### config.mk
export PLATFORM = sky130hd
export DESIGN_NAME = hack_cpu
export DESIGN_NICKNAME = d
export VERILOG_FILES = /design/src/rtl/hack_pkg.sv /design/src/rtl/hack_alu.sv /design/src/rtl/hack_cpu.sv
export SDC_FILE = /design/constraint.sdc
export NUM_CORES = 1
export LEC_CHECK = 0
export CORE_ASPECT_RATIO = 1.75
export CORE_MARGIN = 8
export CORE_UTILIZATION = 55
export DETAILED_ROUTE_END_ITERATION = 8
export PLACE_DENSITY = 0.9
export SLEW_MARGIN = 20
export SYNTH_ARGS = -nofsm -noshare
export SYNTH_HDL_FRONTEND = slang
export SYNTH_SLANG_ARGS = --single-unit
### constraint.sdc
create_clock -name clk -period 11 [get_ports clk]
set_clock_uncertainty 0.1 [all_clocks]
set_input_delay 1.65 -clock clk [delete_from_list [all_inputs] [get_ports clk]]
set_output_delay 1.65 -clock clk [all_outputs]
set_load 0.01 [all_outputs]
### src/rtl/hack_pkg.sv
// Shared definitions for the Hack CPU: FSM state encoding and instruction field positions.
package hack_pkg;

    typedef enum logic [1:0] {
        ST_FETCH = 2'd0,
        ST_READ  = 2'd1,
        ST_EXEC  = 2'd2,
        ST_WRITE = 2'd3
    } state_e;

    // C-instruction field positions
    localparam int A_BIT    = 12;
    localparam int COMP_MSB = 11;
    localparam int COMP_LSB = 6;
    localparam int D_A      = 5;
    localparam int D_D      = 4;
    localparam int D_M      = 3;
    localparam int J_LT     = 2;
    localparam int J_EQ     = 1;
    localparam int J_GT     = 0;

    // Jump condition from the three jump bits and the ALU flags.
    function automatic logic jump_taken(input logic [2:0] jbits, input logic zr, input logic ng);
        return (jbits[J_LT] & ng) | (jbits[J_EQ] & zr) | (jbits[J_GT] & ~ng & ~zr);
    endfunction

endpackage

### src/rtl/hack_alu.sv
// Combinational Hack ALU: optional zero/negate on each input, add or AND, optional output negate.
module hack_alu (
    input  logic [15:0] x,
    input  logic [15:0] y,
    input  logic        zx,
    input  logic        nx,
    input  logic        zy,
    input  logic        ny,
    input  logic        f,
    input  logic        no,
    output logic [15:0] out,
    output logic        zr,
    output logic        ng,
    output logic        carry_out
);

    logic [15:0] x_z, x_n, y_z, y_n, f_out;
    logic [16:0] sum;

    // Pre-process operands, compute the function, post-process the result
    always_comb begin
        x_z       = zx ? 16'h0000 : x;
        x_n       = nx ? ~x_z : x_z;
        y_z       = zy ? 16'h0000 : y;
        y_n       = ny ? ~y_z : y_z;
        sum       = {1'b0, x_n} + {1'b0, y_n};
        f_out     = f ? sum[15:0] : (x_n & y_n);
        out       = no ? ~f_out : f_out;
        zr        = (out == 16'h0000);
        ng        = out[15];
        carry_out = f & sum[16];
    end

endmodule

### src/rtl/hack_cpu.sv
// Multi-cycle Hack CPU: fetches over a req/ack port, executes through hack_alu,
// and accesses data memory over a second req/ack port.
module hack_cpu
    import hack_pkg::*;
#(
    parameter logic [15:0] RESET_PC = 16'h0000
) (
    input  logic        clk,
    input  logic        rst_n,
    output logic        instr_req,
    output logic [15:0] instr_addr,
    input  logic        instr_ack,
    input  logic [15:0] instr_data,
    output logic        mem_rd_req,
    output logic        mem_wr_req,
    output logic [15:0] mem_addr,
    output logic [15:0] mem_wdata,
    input  logic [15:0] mem_rdata,
    input  logic        mem_ack,
    output logic        retire
);

    state_e      state_q, state_d;
    logic [15:0] pc_q, pc_d;
    logic [15:0] a_q, a_d;
    logic [15:0] d_q, d_d;
    logic [15:0] ir_q, ir_d;
    logic [15:0] mreg_q, mreg_d;
    logic        instr_req_q, instr_req_d;
    logic        mem_rd_req_q, mem_rd_req_d;
    logic        mem_wr_req_q, mem_wr_req_d;
    logic [15:0] mem_addr_q, mem_addr_d;
    logic [15:0] mem_wdata_q, mem_wdata_d;
    logic        retire_c;

    logic [15:0] alu_y;
    logic [15:0] alu_out;
    logic        alu_zr;
    logic        alu_ng;
    logic        alu_carry;
    logic [5:0]  comp;

    // Y operand is M when the a-bit is set, otherwise the A register as it was before this instruction
    assign alu_y = ir_q[A_BIT] ? mreg_q : a_q;
    assign comp  = ir_q[COMP_MSB:COMP_LSB];

    hack_alu u_alu (
        .x         (d_q),
        .y         (alu_y),
        .zx        (comp[5]),
        .nx        (comp[4]),
        .zy        (comp[3]),
        .ny        (comp[2]),
        .f         (comp[1]),
        .no        (comp[0]),
        .out       (alu_out),
        .zr        (alu_zr),
        .ng        (alu_ng),
        .carry_out (alu_carry)
    );

    // Ignored instruction bits and the ALU carry are deliberately left unconnected to any logic
    logic unused_bits;
    assign unused_bits = &{1'b0, ir_q[14:13], alu_carry};

    // Next-state, register updates and registered request outputs
    always_comb begin
        // NOTE: every target gets a default first so no path leaves it unassigned and infers a latch.
        state_d      = state_q;
        pc_d         = pc_q;
        a_d          = a_q;
        d_d          = d_q;
        ir_d         = ir_q;
        mreg_d       = mreg_q;
        instr_req_d  = instr_req_q;
        mem_rd_req_d = mem_rd_req_q;
        mem_wr_req_d = mem_wr_req_q;
        mem_addr_d   = mem_addr_q;
        mem_wdata_d  = mem_wdata_q;
        retire_c     = 1'b0;

        unique case (state_q)
            ST_FETCH: begin
                if (!instr_req_q) begin
                    // First cycle after reset: raise the fetch request
                    instr_req_d = 1'b1;
                end else if (instr_ack) begin
                    ir_d        = instr_data;
                    instr_req_d = 1'b0;
                    if (instr_data[15] && instr_data[A_BIT]) begin
                        mem_rd_req_d = 1'b1;
                        mem_addr_d   = a_q;
                        state_d      = ST_READ;
                    end else begin
                        state_d = ST_EXEC;
                    end
                end
            end

            ST_READ: begin
                if (mem_ack) begin
                    mreg_d       = mem_rdata;
                    mem_rd_req_d = 1'b0;
                    state_d      = ST_EXEC;
                end
            end

            ST_EXEC: begin
                if (!ir_q[15]) begin
                    a_d         = {1'b0, ir_q[14:0]};
                    pc_d        = pc_q + 16'd1;
                    retire_c    = 1'b1;
                    instr_req_d = 1'b1;
                    state_d     = ST_FETCH;
                end else begin
                    if (ir_q[D_A]) a_d = alu_out;
                    if (ir_q[D_D]) d_d = alu_out;
                    pc_d = jump_taken(ir_q[2:0], alu_zr, alu_ng) ? a_q : pc_q + 16'd1;
                    if (ir_q[D_M]) begin
                        mem_wr_req_d = 1'b1;
                        mem_addr_d   = a_q;
                        mem_wdata_d  = alu_out;
                        state_d      = ST_WRITE;
                    end else begin
                        retire_c    = 1'b1;
                        instr_req_d = 1'b1;
                        state_d     = ST_FETCH;
                    end
                end
            end

            ST_WRITE: begin
                if (mem_ack) begin
                    mem_wr_req_d = 1'b0;
                    retire_c     = 1'b1;
                    instr_req_d  = 1'b1;
                    state_d      = ST_FETCH;
                end
            end

            default: state_d = ST_FETCH;
        endcase
    end

    // State register with asynchronous clear of all state and requests
    always_ff @(posedge clk or negedge rst_n) begin
        if (!rst_n) begin
            state_q      <= ST_FETCH;
            pc_q         <= RESET_PC;
            a_q          <= 16'h0000;
            d_q          <= 16'h0000;
            ir_q         <= 16'h0000;
            mreg_q       <= 16'h0000;
            instr_req_q  <= 1'b0;
            mem_rd_req_q <= 1'b0;
            mem_wr_req_q <= 1'b0;
            mem_addr_q   <= 16'h0000;
            mem_wdata_q  <= 16'h0000;
        end else begin
            // NOTE: non-blocking so every register samples the pre-edge values computed above.
            state_q      <= state_d;
            pc_q         <= pc_d;
            a_q          <= a_d;
            d_q          <= d_d;
            ir_q         <= ir_d;
            mreg_q       <= mreg_d;
            instr_req_q  <= instr_req_d;
            mem_rd_req_q <= mem_rd_req_d;
            mem_wr_req_q <= mem_wr_req_d;
            mem_addr_q   <= mem_addr_d;
            mem_wdata_q  <= mem_wdata_d;
        end
    end

    assign instr_req  = instr_req_q;
    assign instr_addr = pc_q;
    assign mem_rd_req = mem_rd_req_q;
    assign mem_wr_req = mem_wr_req_q;
    assign mem_addr   = mem_addr_q;
    assign mem_wdata  = mem_wdata_q;
    assign retire     = retire_c;

endmodule

* Word-level counts from Yosys, hierarchy flattened
Index checks and enable logic that the tools add are counted.
** Storage, ports and cells
- Flip-flop bits (word level) :: 117
- Bits in latches :: 0
- Memory bits (writable) :: 0
- Memory bits (read-only) :: 0
- Input port bits :: 36
- Logic and storage cells :: 97
- Memories kept :: 0
** Cells by class
- Add/subtract/negate cells :: 2
- Multipliers :: 0
- Div/mod/pow operators :: 0
- Magnitude comparators :: 0
- Equal/unequal tests :: 12
- Shift-type cells :: 0
- Multiplexer cells :: 43
- Bitwise operators :: 12
- Reduce and logical (&&, ||, !) cells :: 17
** Operators with widths (count)
- $mux 16 :: 16
- $not 16->16 :: 3
- $pmux 16 s2 :: 1
- $add 16x1->16 const B :: 1
- $add 16x16->16 :: 1
- $and 16x16->16 :: 1
- $logic_not 16->1 :: 1
- $ne 2x2->1 const B :: 8
- $mux 1 :: 14
- $mux 2 :: 7
- $reduce_and 3->1 :: 4
- $pmux 2 s4 :: 1
- $reduce_and 4->1 :: 2
- $pmux 1 s2 :: 3
- $reduce_and 6->1 :: 1
- $reduce_bool 2->1 :: 3
- $reduce_and 5->1 :: 1
- $and 1x1->1 :: 4
- $eq 2x2->1 const B :: 2
- $reduce_and 2->1 :: 2
- $ne 3x3->1 const B :: 1
- $pmux 1 s3 :: 1
- $reduce_bool 3->1 :: 1
- $eq 2x1->1 const B :: 1
- other kinds (4) :: 6

* Depth between registers and ports, before layout
Gate-level depths: netlist of run 1.
- Depth in word-level cells :: 14
- Gate-level depth with buffers :: 18
- Gate-level depth less buffers :: 15

* Modules after synthesis
Synthesis of run 1 repeated with hierarchy kept, for this count alone.
** Second synthesis, totals
- Cell total of the unflattened synthesis :: 663
- Area total of the unflattened synthesis :: 7050.5 um2
** By module, submodules not included
- hack_cpu :: times used 1, cells an instance 413, area each 5247.5 um2
- hack_alu :: times used 1, cells an instance 250, area each 1803.0 um2

* Least setup slack after synthesis of run 1
No wires, ideal clock.
- Kind :: register -> register
- From :: register ir_q[12]
- To :: register pc_q[14] (netlist: instr_addr[14])
- Arrival time :: 4.332 ns
- Path slack :: 6.444 ns
- Stages on the path, launching flop included :: 18
- Buffers on the path :: 3
- Cells stage by stage :: dfrtp_1 clkbuf_1 clkbuf_1 mux2i_1 nor2_1 xor2_1 ha_1 and3_1 a221oi_4 nor3_1 nor3_2 mux2_2 o2111a_1 a41o_1 o221a_4 buf_6 and3_1 a211o_1
** On the way
- Longest elaborated chain between the ends :: 14
- Elaborated cells on any way between the ends :: 20
- Classes of those cells :: add/sub: 1; mux: 7; bitwise: 11; reduce/logical: 1
** Ends and longest elaborated chain
- start: declaration :: RTL line hack_cpu.sv:27 : logic [15:0] ir_q, ir_d;
- start signal: assignment :: RTL line hack_cpu.sv:165 : ir_q <= ir_d;
- $mux 16 (*) :: RTL line hack_cpu.sv:44 : assign alu_y = ir_q[A_BIT] ? mreg_q : a_q;
- $mux 16 (*) :: RTL line hack_alu.sv:24 : y_z = zy ? 16'h0000 : y;
- $not 16->16 :: RTL line hack_alu.sv:25 : y_n = ny ? ~y_z : y_z;
- $mux 16 (*) :: RTL line hack_alu.sv:25
- $add 16x16->16 or $and 16x16->16 (tied branches) :: RTL line hack_alu.sv:26, hack_alu.sv:27
- $mux 16 (*) :: RTL line hack_alu.sv:27 : f_out = f ? sum[15:0] : (x_n & y_n);
- $not 16->16 :: RTL line hack_alu.sv:28 : out = no ? ~f_out : f_out;
- $mux 16 (*) :: RTL line hack_alu.sv:28
- $logic_not 16->1 or $not 1->1 (tied branches) :: RTL line hack_alu.sv:29, hack_pkg.sv:24
- $and 1x1->1 or $not 1->1 (tied branches) :: RTL line hack_pkg.sv:24 : return (jbits[J_LT] & ng) | (jbits[J_EQ] & zr) | (jbits[J_GT] & ~ng & ~zr);
- $or 1x1->1 or $and 1x1->1 (tied branches) :: RTL line hack_pkg.sv:24
- $or 1x1->1 (*) :: RTL line hack_pkg.sv:24
- $mux 16 (*) :: RTL line hack_cpu.sv:118 : pc_d = jump_taken(ir_q[2:0], alu_zr, alu_ng) ? a_q : pc_q + 16'd1;
- $mux 16 (*) :: RTL line hack_cpu.sv:109 : if (!ir_q[15]) begin
- end signal: assignment :: RTL line hack_cpu.sv:162 : pc_q <= pc_d;
- end: declaration :: RTL line hack_cpu.sv:24 : logic [15:0] pc_q, pc_d;
Mark *: on every way between the ends. The rest lies on a longest branch, timed or not.
A chain may end at the register's enable or synchronous reset.

* Worst setup path after layout of run 1
- From :: register ir_q[12]
- To :: register pc_q[13] (netlist: instr_addr[13])
Same word-level chain as after synthesis.

==> flow_metrics.env, run 1 <==
export IMPL_place_ws_ps=5920
export IMPL_grt_pass1_wl_microns=33800
export IMPL_whs_ps=375
export IMPL_synth_common_cells="dfrtp_1 (117), nand2_1 (68), o21ai_0 (66), mux2_2 (46), nor2_1 (46)"
export IMPL_timing_fmax_ghz=0.189
export IMPL_grt_antenna_before_repair=0
export IMPL_reg2reg_depth=15
export IMPL_overflow=0
export IMPL_antenna_left=0
export IMPL_grtUsageTotal_pct=25.7
export IMPL_hold_buffers=0
export IMPL_htreeDepth=4
export IMPL_layout_drive_gt1_share_pct=12.7
export IMPL_firstDrtPassIters=7
export IMPL_dp_hpwl_microns=14300
export IMPL_drt_vias_per_instance=6.31
export IMPL_gp_congestion=0.958
export IMPL_synthArstFlopShare_pct=100
export IMPL_ys_warn_count=0
export IMPL_setup_tns_ps=0
export IMPL_drt_wl_total_microns=21300
export IMPL_path_class="register to register"
export IMPL_io_pins=88
export IMPL_drt_iter0_drc=607
export IMPL_syn_area_per_cell_sq_um=9.54
export IMPL_setup_viol=0
export IMPL_finalHoldViolCount=0
export IMPL_netlist_top_cells_area="dfrtp_1 (41%), mux2_2 (7.3%), mux2i_1 (4.6%)"
export IMPL_synth_cells=746
export IMPL_die_w_microns=102
export IMPL_start_util_pct=55.6
export IMPL_ys_ff_latch=117
export IMPL_root_buffer="clkbuf_16"
export IMPL_postCtsSetupRepairBufs=0
export IMPL_seq_area_sq_um=2930
export IMPL_synth_edf_count=0
export IMPL_path_clk_slew_ps=60
export IMPL_startpoint_type="register"
export IMPL_arrival_ps=5500
export IMPL_area_growth_pct=21.6
export IMPL_rsz0062_at_grt="no"
export IMPL_io_buffers=87
export IMPL_hold_path_class="register to register"
export IMPL_clock_path_buffers=2
export IMPL_first_global_vias=6429
export IMPL_syn_num_nets=800
export IMPL_end_kind="register"
export IMPL_post_route_min_period_ps=5280
export IMPL_drt_drc_violations_left=0
export IMPL_core_area_sq_um=12800
export IMPL_cts_buffers=17
export IMPL_num_fill_cells=925
export IMPL_rows=55
export IMPL_cap_viol_max_count=0
export IMPL_n_antenna_cell=0
export IMPL_clock_latency_ps=420
export IMPL_cts_tree="done"
export IMPL_fin_ws_ps=5720
export IMPL_status="complete, no violations"
export IMPL_final_util_pct=67.6
export IMPL_synth_ff_type="dfrtp_1"
export IMPL_crit_required_ps=11220
export IMPL_fin_crit_sh_pct=48.0
export IMPL_multi_input_area_sq_um=3920
export IMPL_max_slew_margin_pct=31.9
export IMPL_wire_per_inst_microns=21.5
export IMPL_cts_resized=0
export IMPL_yosys_area_top_type="dfrtp_1"
export IMPL_cp_max_fo=31
export IMPL_die_h_microns=166
export IMPL_routed_via_count=6255
export IMPL_ys_seq_area_share_pct=41.1
export IMPL_tightest_slew_ps=1020
export IMPL_yosys_cell_count_top_type="dfrtp_1"
export IMPL_dieArea_sq_um=17000
export IMPL_fin_nets=863
export IMPL_ys_types=74
export IMPL_synth_area_sq_um=7120
export IMPL_grt_max_degree=76
export IMPL_clock_sinks=117
export IMPL_yosysTopAreaCellShare_pct=41.1
export IMPL_min_path_cells=2
export IMPL_drv_slew=0
==> stage by stage <==
| stage | instances | area (sq um) |
|---|---|---|
| after detailed placement | 961 | 8050 |
| after global routing | 992 | 8660 |
| after CTS | 992 | 8650 |
| final | 992 | 8660 |
| after floorplan | 746 | 7120 |
| after global placement | 961 | 8050 |
==> flip-flops by register name (all words and copies together) (netlist names) <==
signal      cells
ir_q           16
instr_addr     16
a_q            16
mem_addr       16
mem_wdata      16
mem_rd_req      1
state_q         2
d_q            16
mem_wr_req      1
mreg_q         16
instr_req       1
==> cell type report <==
| cell class | instances | area share [%] |
|---|---|---|
| tap | 171 | 2.47 |
| clock buffer | 18 | 5.07 |
| multi-input combinational | 558 | 45.2 |
| timing repair buffer | 95 | 10.7 |
| inverter | 20 | 0.867 |
| sequential | 117 | 33.8 |
| clock inverter | 13 | 1.82 |
==> cells by family after synthesis <==
logic type	count (synthesis)	share of synthesized area, %
fa+ha+maj	18	3.27
compound gates	174	16.2
mux	79	11.9
xor+xnor	46	5.66
simple gates	241	17.7
buf+inv	71	4.08
flops	117	41.1
==> final timing paths <==
path                                    from             end  slack [ps]
min in group asynchronous              rst_n          d_q[8]        1120
max in group asynchronous              rst_n   mem_wdata[11]        8300
worst min register to register  mem_wdata[2]    mem_wdata[2]         380
worst min-delay path            mem_wdata[2]    mem_wdata[2]         380
worst max register to register      ir_q[12]  instr_addr[13]        5720
worst max-delay path                ir_q[12]  instr_addr[13]        5720
==> layer usage <==
layer | track usage, % | part of all wire (%)
met1 | 27.6 | 35
met3 | 4.84 | 6.8
met2 | 44.2 | 53
met4 | 16.1 | 5.7
met5 | 0 | 0
==> cells in the final DEF (no fill, tap or decap), drive strengths merged, types with 4 or more instances in the layout <==
cell	count
o21ai	68
a31oi	6
nand2	68
a211oi	4
nor2b	8
clkinvlp	4
a21o	7
nand2b	18
clkdlybuf4s50	86
o211ai	4
a21oi	32
nor3	11
nor4	5
nand3b	9
buf	9
clkinv	5
dfrtp	117
nor3b	9
clkbuf	18
and2	4
nor2	46
mux2i	33
xor2	23
xnor2	23
nand3	23
inv	21
ha	17
mux2	46
a22oi	13
and3	18
or3	8
==> worst max-delay path, stage by stage (launching register included) <==
cell and delay, ps:
dfrtp_1 960, mux2i_1 270, nor2_1 70, xor2_1 170, ha_1 310, fa_1 450
a21o_1 250, a221oi_4 410, nor4b_2 120, a2bb2oi_1 170, nor4_2 510, o21a_1 230
a41o_1 180, o221a_4 490, o21ai_0 200, a22oi_1 260
Power of run 1 is not shown: default switching activity piles up to over one toggle a cycle in this logic, so the estimate is an artifact.
==> run 2: changes to the inputs <==
--- a/config.mk
+++ b/config.mk
@@ -7,9 +7,9 @@
 export LEC_CHECK = 0
 export CORE_ASPECT_RATIO = 1.75
 export CORE_MARGIN = 8
-export CORE_UTILIZATION = 55
+export CORE_UTILIZATION = 51
 export DETAILED_ROUTE_END_ITERATION = 8
-export PLACE_DENSITY = 0.9
+export PLACE_DENSITY = 0.88
 export SLEW_MARGIN = 20
 export SYNTH_ARGS = -nofsm -noshare
 export SYNTH_HDL_FRONTEND = slang
==> constraint.sdc (replaced) <==
create_clock -name clk -period 4.6 [get_ports clk]
set_clock_uncertainty 0.1 [all_clocks]
set_input_delay 0.69 -clock clk [delete_from_list [all_inputs] [get_ports clk]]
set_output_delay 0.69 -clock clk [all_outputs]
set_load 0.01 [all_outputs]
==> flow_metrics.env, run 2 (synthesis gave the netlist of run 1 again) <==
export IMPL_status="complete, no violations"
export IMPL_drt_drc_violations_left=0
export IMPL_grt_max_degree=61
export IMPL_die_w_microns=105
export IMPL_cap_viol_max_count=0
export IMPL_timing_fmax_ghz=0.222
export IMPL_io_pins=88
export IMPL_clock_path_buffers=2
export IMPL_grt_antenna_before_repair=0
export IMPL_hold_buffers=0
export IMPL_cp_top_family="compound AO/OA/AOI/OAI gates"
export IMPL_end_kind="register"
export IMPL_firstDrtPassIters=6
export IMPL_crit_required_ps=4830
export IMPL_max_stage_delay_ps=460
export IMPL_dpl_cell_count=988
export IMPL_first_global_vias=6553
export IMPL_dp_hpwl_microns=15800
export IMPL_fin_crit_sh_pct=97.7
export IMPL_drv_slew=0
export IMPL_antenna_left=0
export IMPL_slowest_stage="ha_1"
export IMPL_cp_buffers_inverters=2
export IMPL_clock_latency_ps=430
export IMPL_arrival_ps=4730
export IMPL_finalHoldViolCount=0
export IMPL_overflow=0
export IMPL_fin_nets=888
export IMPL_io_buffers=87
export IMPL_r2r_setup_slack_ps=100
export IMPL_dieArea_sq_um=18100
export IMPL_cp_max_fo=8
export IMPL_core_area_sq_um=13800
export IMPL_tightest_slew_ps=1050
export IMPL_drt_wl_total_microns=23000
export IMPL_cts_buffers=17
export IMPL_path_class="register to register"
export IMPL_drt_iter0_drc=591
export IMPL_wire_per_inst_microns=22.5
export IMPL_layout_drive_gt1_share_pct=15.7
export IMPL_rr_endpoint="instr_addr[10]"
export IMPL_clock_sinks=117
export IMPL_grtUsageTotal_pct=25.1
export IMPL_cts_tree="done"
export IMPL_instances_no_fill=1024
export IMPL_max_slew_margin_pct=29.9
export IMPL_hold_path_class="input pin to async pin"
export IMPL_die_h_microns=172
export IMPL_cp_cell_sequence="buf_4 -> mux2i_1 -> nor2_1 -> xor2_1 -> ha_1 -> and3_1 -> a221oi_4 -> buf_4 -> o2111a_1 -> nor3_2 -> mux2_2 -> o2111a_1 -> a41oi_4 -> o221a_4 -> o21ai_0 -> a22oi_1"
export IMPL_routed_via_count=6428
export IMPL_layout_common_cells="dfrtp_1 (117), clkdlybuf4s50_1 (86), nand2_1 (68)"
export IMPL_r2r_start="ir_q[12]"
export IMPL_area_growth_pct=25.6
export IMPL_whs_ps=242
export IMPL_drt_vias_per_instance=6.28
export IMPL_setup_viol=0
export IMPL_gp_congestion=1.04
export IMPL_reg2reg_depth=16
export IMPL_grt_pass1_wl_microns=35200
export IMPL_n_antenna_cell=0
export IMPL_root_buffer="clkbuf_16"
export IMPL_htreeDepth=4
export IMPL_rows=57
export IMPL_start_util_pct=51.7
export IMPL_post_route_min_period_ps=4500
export IMPL_startpoint_type="register"
export IMPL_path_clk_slew_ps=60
export IMPL_final_common_cell="dfrtp_1"
==> run 2: cell count changes in the layout (fill, tap and decap cells not counted), sizes merged <==
cell	previous run	this run
clkinv	5	1
bufinv	3	2
buf	9	32
inv	21	27
o221a	1	3
==> run 2: worst reg2reg max path, stage by stage (launching register included) <==
cell	delay (ps)
dfrtp_1	390
buf_4	210
mux2i_1	200
nor2_1	70
xor2_1	140
ha_1	460
and3_1	310
a221oi_4	100
buf_4	150
o2111a_1	250
nor3_2	310
mux2_2	370
o2111a_1	190
a41oi_4	350
o221a_4	360
o21ai_0	170
a22oi_1	260
==> run 2: worst max-delay path by stage <==
stage	to	cells after the start	from	slack, ps
2_1_floorplan	instr_addr[14]	17	ir_q[12]	40
3_3_place_gp	instr_addr[12]	14	ir_q[10]	270
3_5_place_dp	instr_addr[3]	14	ir_q[10]	190
4_1_cts	instr_addr[10]	14	ir_q[10]	130
5_1_grt	instr_addr[10]	14	ir_q[10]	-80
6_report	instr_addr[10]	16	ir_q[12]	100
==> run 2: layout make-up <==
class                   instances  area [sq um]
flip-flops and latches        117          2930
well taps                     177           221
fillers                       991          4820
clock buffers                  18           439
multi-input cells             560          4010
repair buffers                118          1100
clock inverters                14           165
inverters                      20          75.1
==> run 2: timing repair <==
action / 4_1_cts / 5_1_grt
endpoints found under the hold margin: 0 / 0
setup endpoints to repair: 0 / 15
setup buffers: 0 / 2
gates resized for setup: 0 / 9
==> run 2: per-stage QoR <==
stage / util (%) / setup TNS (ps) / cell area (sq um) / setup slack [ps]
after global placement: 59.7 / 0 / 8220 / 268
after global routing: 64.9 / -598 / 8940 / -81.6
after floorplan: - / 0 / 7120 / 43.8
after CTS: 64.1 / 0 / 8820 / 133
final: 64.9 / 0 / 8940 / 104
after detailed placement: 59.7 / 0 / 8220 / 194
==> run 2: per-layer routing <==
metal	share of wire, %	track usage, %	vias to the layer above	wire length [microns]
met1	35	26.6	3118	8100
met3	6.2	5.52	130	1440
met4	7.6	17.2	0	1760
li1	-	-	2848	-
met5	0	0	-	0
met2	51	43.8	332	11700
Power of run 2 is left out for the same reason.
==> run 3: changes to the inputs <==
--- a/config.mk
+++ b/config.mk
@@ -6,10 +6,11 @@
 export NUM_CORES = 1
 export LEC_CHECK = 0
 export CORE_ASPECT_RATIO = 1.75
-export CORE_MARGIN = 8
+export CORE_MARGIN = 1
 export CORE_UTILIZATION = 51
 export DETAILED_ROUTE_END_ITERATION = 8
 export PLACE_DENSITY = 0.88
+export REMOVE_ABC_BUFFERS = 1
 export SLEW_MARGIN = 20
 export SYNTH_ARGS = -nofsm -noshare
 export SYNTH_HDL_FRONTEND = slang
==> flow_metrics.env, run 3 (synthesis gave the netlist of run 1 again) <==
export IMPL_rows=56
export IMPL_startpoint_type="register"
export IMPL_hold_buffers=0
export IMPL_n_antenna_cell=0
export IMPL_drt_wl_total_microns=20900
export IMPL_cts_buffers=17
export IMPL_dieArea_sq_um=14400
export IMPL_antenna_left=0
export IMPL_setup_tns_ps=0
export IMPL_multi_input_area_sq_um=3970
export IMPL_setup_viol=0
export IMPL_grtUsageTotal_pct=29.0
export IMPL_fin_crit_sh_pct=96.3
export IMPL_drv_slew=0
export IMPL_hold_path_class="input pin to async pin"
export IMPL_clock_latency_ps=430
export IMPL_status="complete, no violations"
export IMPL_htreeDepth=4
export IMPL_final_common_cell="dfrtp_1"
export IMPL_first_global_vias=6343
export IMPL_firstDrtPassIters=6
export IMPL_root_buffer="clkbuf_16"
export IMPL_path_class="register to register"
export IMPL_io_pins=88
export IMPL_max_stage_delay_ps=400
export IMPL_max_slew_margin_pct=24.6
export IMPL_die_h_microns=158
export IMPL_gp_congestion=0.914
export IMPL_routed_via_count=6354
export IMPL_layout_drive_gt1_share_pct=15.1
export IMPL_drt_vias_per_instance=6.24
export IMPL_clock_sinks=117
export IMPL_cts_tree="done"
export IMPL_post_route_min_period_ps=4430
export IMPL_fin_nets=887
export IMPL_die_w_microns=91.3
export IMPL_clock_path_buffers=2
export IMPL_start_util_pct=52.6
export IMPL_cp_max_fo=13
export IMPL_drt_iter0_drc=500
export IMPL_path_clk_slew_ps=60
export IMPL_arrival_ps=4630
export IMPL_end_kind="register"
export IMPL_grt_max_degree=55
export IMPL_num_fill_cells=950
export IMPL_dp_hpwl_microns=13700
export IMPL_core_area_sq_um=13500
export IMPL_stdcell_area_sq_um=8900
export IMPL_area_growth_pct=25.1
export IMPL_cap_viol_max_count=0
export IMPL_timing_fmax_ghz=0.226
export IMPL_cp_cell_sequence="buf_6 -> mux2i_1 -> nor2_1 -> xor2_1 -> ha_1 -> and3_1 -> a221oi_4 -> nor3_1 -> nor3_2 -> mux2_2 -> o2111a_1 -> a41oi_4 -> o221a_4 -> buf_4 -> a21oi_1 -> a211o_1"
export IMPL_layout_common_cells="dfrtp_1 (117), clkdlybuf4s50_1 (86), nand2_1 (68)"
export IMPL_slowest_stage="dfrtp_1"
export IMPL_finalHoldViolCount=0
export IMPL_wire_per_inst_microns=20.6
export IMPL_rsz0062_at_grt="no"
export IMPL_seq_area_sq_um=2930
export IMPL_overflow=0
export IMPL_drt_drc_violations_left=0
export IMPL_grt_pass1_wl_microns=32000
export IMPL_crit_required_ps=4800
export IMPL_io_buffers=87
export IMPL_tightest_slew_ps=1130
export IMPL_place_area_sq_um=8170
export IMPL_grt_antenna_before_repair=0
==> run 3: cell types whose count changed in the layout (fill, tap and decap cells not counted), moves of 2 or more <==
cell,before,now
inv_6,5,1
buf_4,32,29
xnor2_1,20,23
xnor2_2,3,0
clkbuf_1,0,2
clkinv_4,1,3
inv_8,2,0
==> run 3: path summary, 6_finish.rpt <==
path,start,to,slack (ps),cells past startpoint
setup / recovery,ir_q[12],instr_addr[14],170,16
hold / removal,rst_n,mem_wdata[9],200,1
setup reg to reg,ir_q[12],instr_addr[14],170,16
hold reg to reg,mem_wdata[6],mem_wdata[6],380,2
max in group asynchronous,rst_n,d_q[6],3220,2
min in group clk,mem_wdata[6],mem_wdata[6],380,2
==> run 3: worst max-delay path, delay by kind of cell, from the launching register on <==
kind                       cells  cell delay [ps]
and+or+nand+nor                4              710
adders and majority gates      1              400
muxes                          2              600
DFF                            1              400
buffers and inverters          2              360
AOI/OAI and AO/OA              6             1550
xor gates and xnor gates       1              170
==> run 3: what timing repair did <==
action / CTS / global route
resized for setup: 0 / 8
endpoints found under the hold margin: 0 / 0
buffers inserted: 0 / 7
setup endpoints to repair: 0 / 15
==> run 3: cell type report <==
| cell class | count | share of cell area (%) |
|---|---|---|
| tap | 174 | 2.45 |
| sequential | 117 | 32.9 |
| timing repair buffer | 117 | 12.5 |
| clock inverter | 11 | 1.71 |
| multi-input combinational | 560 | 44.6 |
| clock buffer | 20 | 5.02 |
| inverter | 20 | 0.843 |
==> run 3: metrics by stage <==
stage,hold slack (ps),instances,setup WS (ps),utilization [%]
finish,204,1019,169,65.8
CTS,213,1010,98.2,64.8
global route,259,1019,33.1,65.8
detailed placement,371,979,254,60.4
global placement,362,979,290,60.4
floorplan,294,695,84.4,-
==> run 3: routing by layer <==
layer  wire length, microns  track usage (%)
met1                   7670             31.0
met4                   1210             19.3
met3                   1210             5.68
met5                      0                0
met2                  10900             52.0
Power of run 3 is left out for the same reason.
